File: config.mk
export PLATFORM = sky130hd
export DESIGN_NAME = fifo_wr_arbiter
export DESIGN_NICKNAME = d
export VERILOG_FILES = /design/src/rtl/fifo_wr_arbiter.sv
export SDC_FILE = /design/constraint.sdc
export NUM_CORES = 1
export LEC_CHECK = 0
export ABC_AREA = 1
export CORE_MARGIN = 2
export CORE_UTILIZATION = 36
export CTS_CLUSTER_DIAMETER = 80
export DETAILED_ROUTE_END_ITERATION = 12
export PLACE_DENSITY = 0.74
export RECOVER_POWER = 25
export SETUP_SLACK_MARGIN = 0.2
export SLEW_MARGIN = 15
export SYNTH_ARGS = -nofsm -noshare
export SYNTH_HDL_FRONTEND = slang
export SYNTH_SLANG_ARGS = --single-unit
File: constraint.sdc
create_clock -name clk -period 3.9 [get_ports clk]
set_clock_uncertainty 0.1 [all_clocks]
set_input_delay 0.585 -clock clk [delete_from_list [all_inputs] [get_ports clk]]
set_output_delay 0.585 -clock clk [all_outputs]
set_load 0.01 [all_outputs]
File: src/rtl/fifo_wr_arbiter.sv
// Round-robin arbiter that shares one FIFO write port among NREQ valid/ready requesters.
// Each grant lasts at most MAX_BURST beats, and there is a one-cycle idle bubble between grants.
module fifo_wr_arbiter #(
    parameter int WIDTH     = 4,
    parameter int NREQ      = 4,
    parameter int MAX_BURST = 4
) (
    input  logic                    clk,
    input  logic                    reset,
    input  logic [NREQ-1:0]         req_valid,
    input  logic [NREQ*WIDTH-1:0]   req_data,
    output logic [NREQ-1:0]         req_ready,
    input  logic                    fifo_full,
    output logic                    fifo_w_en,
    output logic [WIDTH-1:0]        fifo_din,
    output logic [$clog2(NREQ)-1:0] grant_id,
    output logic                    busy
);
    localparam int GW = $clog2(NREQ);
    localparam int CW = $clog2(MAX_BURST + 1);
    localparam logic [CW-1:0] LAST_BEAT = CW'(MAX_BURST - 1);

    typedef enum logic {
        IDLE,
        GRANT
    } state_t;

    state_t        state, state_n;
    logic [CW-1:0] beat_cnt, beat_cnt_n;
    logic [GW-1:0] grant_n, last_grant, last_grant_n, sel;

    // Walk the offsets from farthest to nearest, so the requester nearest after last_grant wins.
    always_comb begin
        sel = last_grant;
        for (int i = NREQ; i >= 1; i--) begin
            for (int j = 0; j < NREQ; j++) begin
                if (req_valid[j] && (j == (int'(last_grant) + i) % NREQ)) begin
                    sel = GW'(j);
                end
            end
        end
    end

    // NOTE: Every signal gets its default first, so no path leaves a value held and no latch is inferred.
    always_comb begin
        state_n      = state;
        beat_cnt_n   = beat_cnt;
        grant_n      = grant_id;
        last_grant_n = last_grant;
        case (state)
            IDLE: begin
                if (|req_valid) begin
                    state_n      = GRANT;
                    beat_cnt_n   = '0;
                    grant_n      = sel;
                    last_grant_n = sel;
                end
            end
            GRANT: begin
                // While the FIFO is full, the grant and the beat count stay frozen.
                if (!fifo_full) begin
                    if (!req_valid[grant_id] || beat_cnt == LAST_BEAT) begin
                        state_n    = IDLE;
                        beat_cnt_n = '0;
                    end else begin
                        beat_cnt_n = beat_cnt + 1'b1;
                    end
                end
            end
            default: state_n = IDLE;
        endcase
    end

    // NOTE: Non-blocking assignments, so every register samples the values from before the edge.
    always_ff @(posedge clk or negedge reset) begin
        if (!reset) begin
            state      <= IDLE;
            beat_cnt   <= '0;
            grant_id   <= '0;
            last_grant <= GW'(NREQ - 1);
        end else begin
            state      <= state_n;
            beat_cnt   <= beat_cnt_n;
            grant_id   <= grant_n;
            last_grant <= last_grant_n;
        end
    end

    // The outputs decode only the registered state, so an asynchronous reset clears them at once.
    always_comb begin
        busy      = (state == GRANT);
        fifo_w_en = busy & req_valid[grant_id] & ~fifo_full;
        req_ready = '0;
        if (busy && !fifo_full) begin
            req_ready[grant_id] = 1'b1;
        end
        fifo_din = fifo_w_en ? req_data[int'(grant_id)*WIDTH +: WIDTH] : '0;
    end

endmodule

==> impl_metrics.py <==
metrics = {
    "status": {
        "run_status": "finished clean",
    },
    "global_route": {
        "grt_overflow_total": 0,
        "grt_pass1_vias": 709,
        "grt_max_degree": 9,
        "grt_first_pass_wirelength_mm": 3.05,
        "gr-usage-all-layers_pct": 19.6,
        "grt_antenna_before_repair": 0,
    },
    "sta": {
        "post-route-period-util_pct": 77.5,
        "timing.slew.headroom_pct": 66.4,
        "worstMarginPinSlew_ps": 499,
        "setup_tns_ps": 0,
        "setup_repair_after_global_routing_missed_its_margin": "false",
        "setup_viol": 0,
        "fmaxAchievable_ghz": 0.331,
        "post-route-min-period_ps": 3020,
        "hold_viol_final": 0,
        "timing_max_transition_violations_final": 0,
        "final_critical_path_setup_slack_ps": 877,
    },
    "worst_setup_path": {
        "crit_path_end_kind": "output port",
        "cp-start-kind": "input pin",
        "crit_buf_inv": 4,
        "crit_arrival_ps": 2340,
        "critPathMaxFanout": 4,
        "critical_path_class": "in2out",
        "path_cells": "clkdlybuf4s50_1 > inv_1 > o21ai_1 > a221oi_2 > nor2_4 > inv_2 > a31oi_1 > clkdlybuf4s50_1",
        "crit_family": "buffers and inverters",
        "crit_path_frequent_cell": "sky130_fd_sc_hd__clkdlybuf4s50_1",
        "cp.required_ps": 3210,
        "critical_path.slowest_cell": "sky130_fd_sc_hd__clkdlybuf4s50_1",
        "critical_path.max_stage_delay_ps": 560,
    },
    "die": {
        "die_area_sq_um": 2220,
        "io-pin-count": 35,
        "initial_utilization_pct": 38.4,
        "core.rowCount": 15,
        "floorplan.die.height_microns": 47.2,
        "core_area_sq_um": 1750,
        "die_extent_in_x_microns": 47.2,
    },
    "power_and_ir_drop": {
        "irDropWorstVdd_uv": 468,
        "total_leakage_power_nw": 0.482,
        "power-per-cell-area_nw_per_um2": 646,
    },
    "synthesis": {
        "post_synth.cell_area_avg_sq_um": 6.45,
        "yosysUniqueCellTypes": 23,
        "synth_top_cell_by_area": "sky130_fd_sc_hd__dfrtp_1",
        "post_synth_instance_area_sq_um": 671,
        "largest_family_of_logic_cells_by_synthesized_area": "simple AND/OR/NAND/NOR gates",
        "synth_commonest_cells": "38 x sky130_fd_sc_hd__nand2_1, 11 x sky130_fd_sc_hd__nand3_1, 8 x sky130_fd_sc_hd__nor2_1",
        "yosys.area_share.xor_xnor_pct": 0,
        "yosys.area.top_type_share_pct": 22.4,
        "synth_simple_gate_area_share_pct": 42.4,
        "synth_area_leaders": "sky130_fd_sc_hd__dfrtp_1 22%, sky130_fd_sc_hd__nand2_1 21%, sky130_fd_sc_hd__nand3_1 8.2%, sky130_fd_sc_hd__dfstp_2 7.8%, sky130_fd_sc_hd__a22oi_1 4.5%",
        "synth.mux.area_fraction_pct": 1.49,
        "synth_sequential_area_ratio_pct": 30.2,
        "synthAdderAreaFrac_pct": 3.73,
        "synth_compound_area_share_pct": 14.4,
        "dominant_cell_by_count_in_the_synthesized_netlist": "sky130_fd_sc_hd__nand2_1",
        "syn_inst": 104,
        "synth_enable_flop_cells": 0,
        "synth_ff_type": "sky130_fd_sc_hd__dfrtp_1",
        "yosysWarnings": 0,
        "async_flop_share_pct": 100,
        "net_count_of_the_mapped_netlist": 129,
        "yosys_register_bits": 8,
    },
    "layout": {
        "finalNetCount": 168,
        "instances_no_fill": 167,
        "n_diodes": 0,
        "layout-drive-gt1-share_pct": 11.3,
        "area_growth_syn_to_layout_pct": 59.3,
    },
    "route": {
        "dr.pass1.iters": 4,
        "detail_route.vias_per_cell": 4.84,
        "detailedRoute.firstIterationViolations": 25,
        "drtAntennaViolNets": 0,
        "routedWlPerCell_microns": 11.7,
        "drt_wl_total_mm": 1.96,
        "number_of_vias_in_the_routed_layout": 808,
        "drcViolationCount": 0,
    },
    "clock_tree": {
        "cts_inserted_buffers": 3,
        "tritoncts_clock_tree": "yes",
        "post_cts_buffers": 0,
        "h-tree-depth": 1,
        "clock_tree.root_cell": "sky130_fd_sc_hd__clkbuf_4",
        "cts-root-to-sink-buffers": 2,
        "post_cts_resized": 0,
        "clk_transition_reported_paths_ps": 50,
        "cts_hold_repair.buffers": 0,
        "cts_sinks": 8,
        "worst_skew_pair.late_latency_ps": 250,
    },
    "place": {
        "pre_cts_slack_ps": 892,
        "globalplace.congestion": 0.903,
        "io_buffer_count": 34,
        "dp_cells": 163,
        "hpwlAfterDp_mm": 1.59,
    },
    "job": {
        "number_of_max_cap_violations": 0,
    },
    "hold_path": {
        "min_path_type": "reg2reg",
    },
}
## where the power goes
group          switching (mW)  internal [mW]  total [mW]
combinational           0.248          0.198       0.446
sequential             0.0490          0.128       0.177
clock                  0.0283         0.0392      0.0674
total                   0.325          0.365       0.690
## metrics by stage
| step | utilization (%) | area (sq um) | total power, mW | hold WS (ps) |
|---|---|---|---|---|
| finish | 61.2 | 1070 | 0.690 | 419 |
| global route | 61.2 | 1070 | 0.761 | 431 |
| CTS | 61.2 | 1070 | 0.693 | 419 |
| detailed placement | 59.7 | 1040 | 0.621 | 391 |
| global placement | 59.7 | 1040 | 0.618 | 378 |
| floorplan | - | 671 | 0.453 | 189 |
## cells by family (layout without fill, tap and decap cells)
kind of cell / after synthesis / count (layout)
muxes: 1 / 1
AOI/OAI and AO/OA: 14 / 14
buffers and inverters: 14 / 52
adders and majority gates: 2 / 2
DFF: 8 / 8
and+or+nand+nor: 65 / 65
## cells in the final DEF, fill, tap and decap left out, types with 2 or more instances in the layout
| cell type | n |
|---|---|
| sky130_fd_sc_hd__o21ai_1 | 2 |
| sky130_fd_sc_hd__inv_2 | 5 |
| sky130_fd_sc_hd__nor2_1 | 8 |
| sky130_fd_sc_hd__nand3_1 | 11 |
| sky130_fd_sc_hd__a31oi_1 | 4 |
| sky130_fd_sc_hd__nor3_1 | 2 |
| sky130_fd_sc_hd__inv_1 | 7 |
| sky130_fd_sc_hd__dfstp_2 | 2 |
| sky130_fd_sc_hd__dfrtp_1 | 6 |
| sky130_fd_sc_hd__a22oi_1 | 4 |
| sky130_fd_sc_hd__nand2_2 | 2 |
| sky130_fd_sc_hd__clkbuf_4 | 3 |
| sky130_fd_sc_hd__nand2_1 | 38 |
| sky130_fd_sc_hd__ha_1 | 2 |
| sky130_fd_sc_hd__clkinv_1 | 2 |
| sky130_fd_sc_hd__clkdlybuf4s50_1 | 33 |
## metal layers
layer	up-vias	part of all wire [%]	GRT usage [%]	wire, microns
met4	0	0	3.89	0
met1	362	50	28.5	973
met3	0	2.9	6.15	57
met2	19	47	28.5	925
li1	427	-	-	-
met5	-	0	0	0
## registers in the layout (all words and copies together), names as in the netlist
register    flops
grant_id        2
last_grant      2
beat_cnt        3
busy            1
## final cells by class
cell class	instances	area, sq um
fillers	176	677
inverters	14	52.6
clock buffers	4	26.3
flip-flops and latches	8	203
repair buffers	34	340
multi-input cells	82	415
well taps	25	31.3
## path summary, 6_finish.rpt
| kind | from | end | slack [ps] | depth (start not counted) |
|---|---|---|---|---|
| max | req_valid[0] | fifo_din[3] | 880 | 8 |
| min | beat_cnt[0] | beat_cnt[0] | 420 | 1 |
| max reg2reg | last_grant[0] | grant_id[0] | 2270 | 15 |
| min reg2reg | beat_cnt[0] | beat_cnt[0] | 420 | 1 |
| max in group asynchronous | reset | last_grant[0] | 2830 | 1 |
| min in group asynchronous | reset | beat_cnt[1] | 570 | 1 |
No activity file was read; power rests on OpenSTA's default activity.
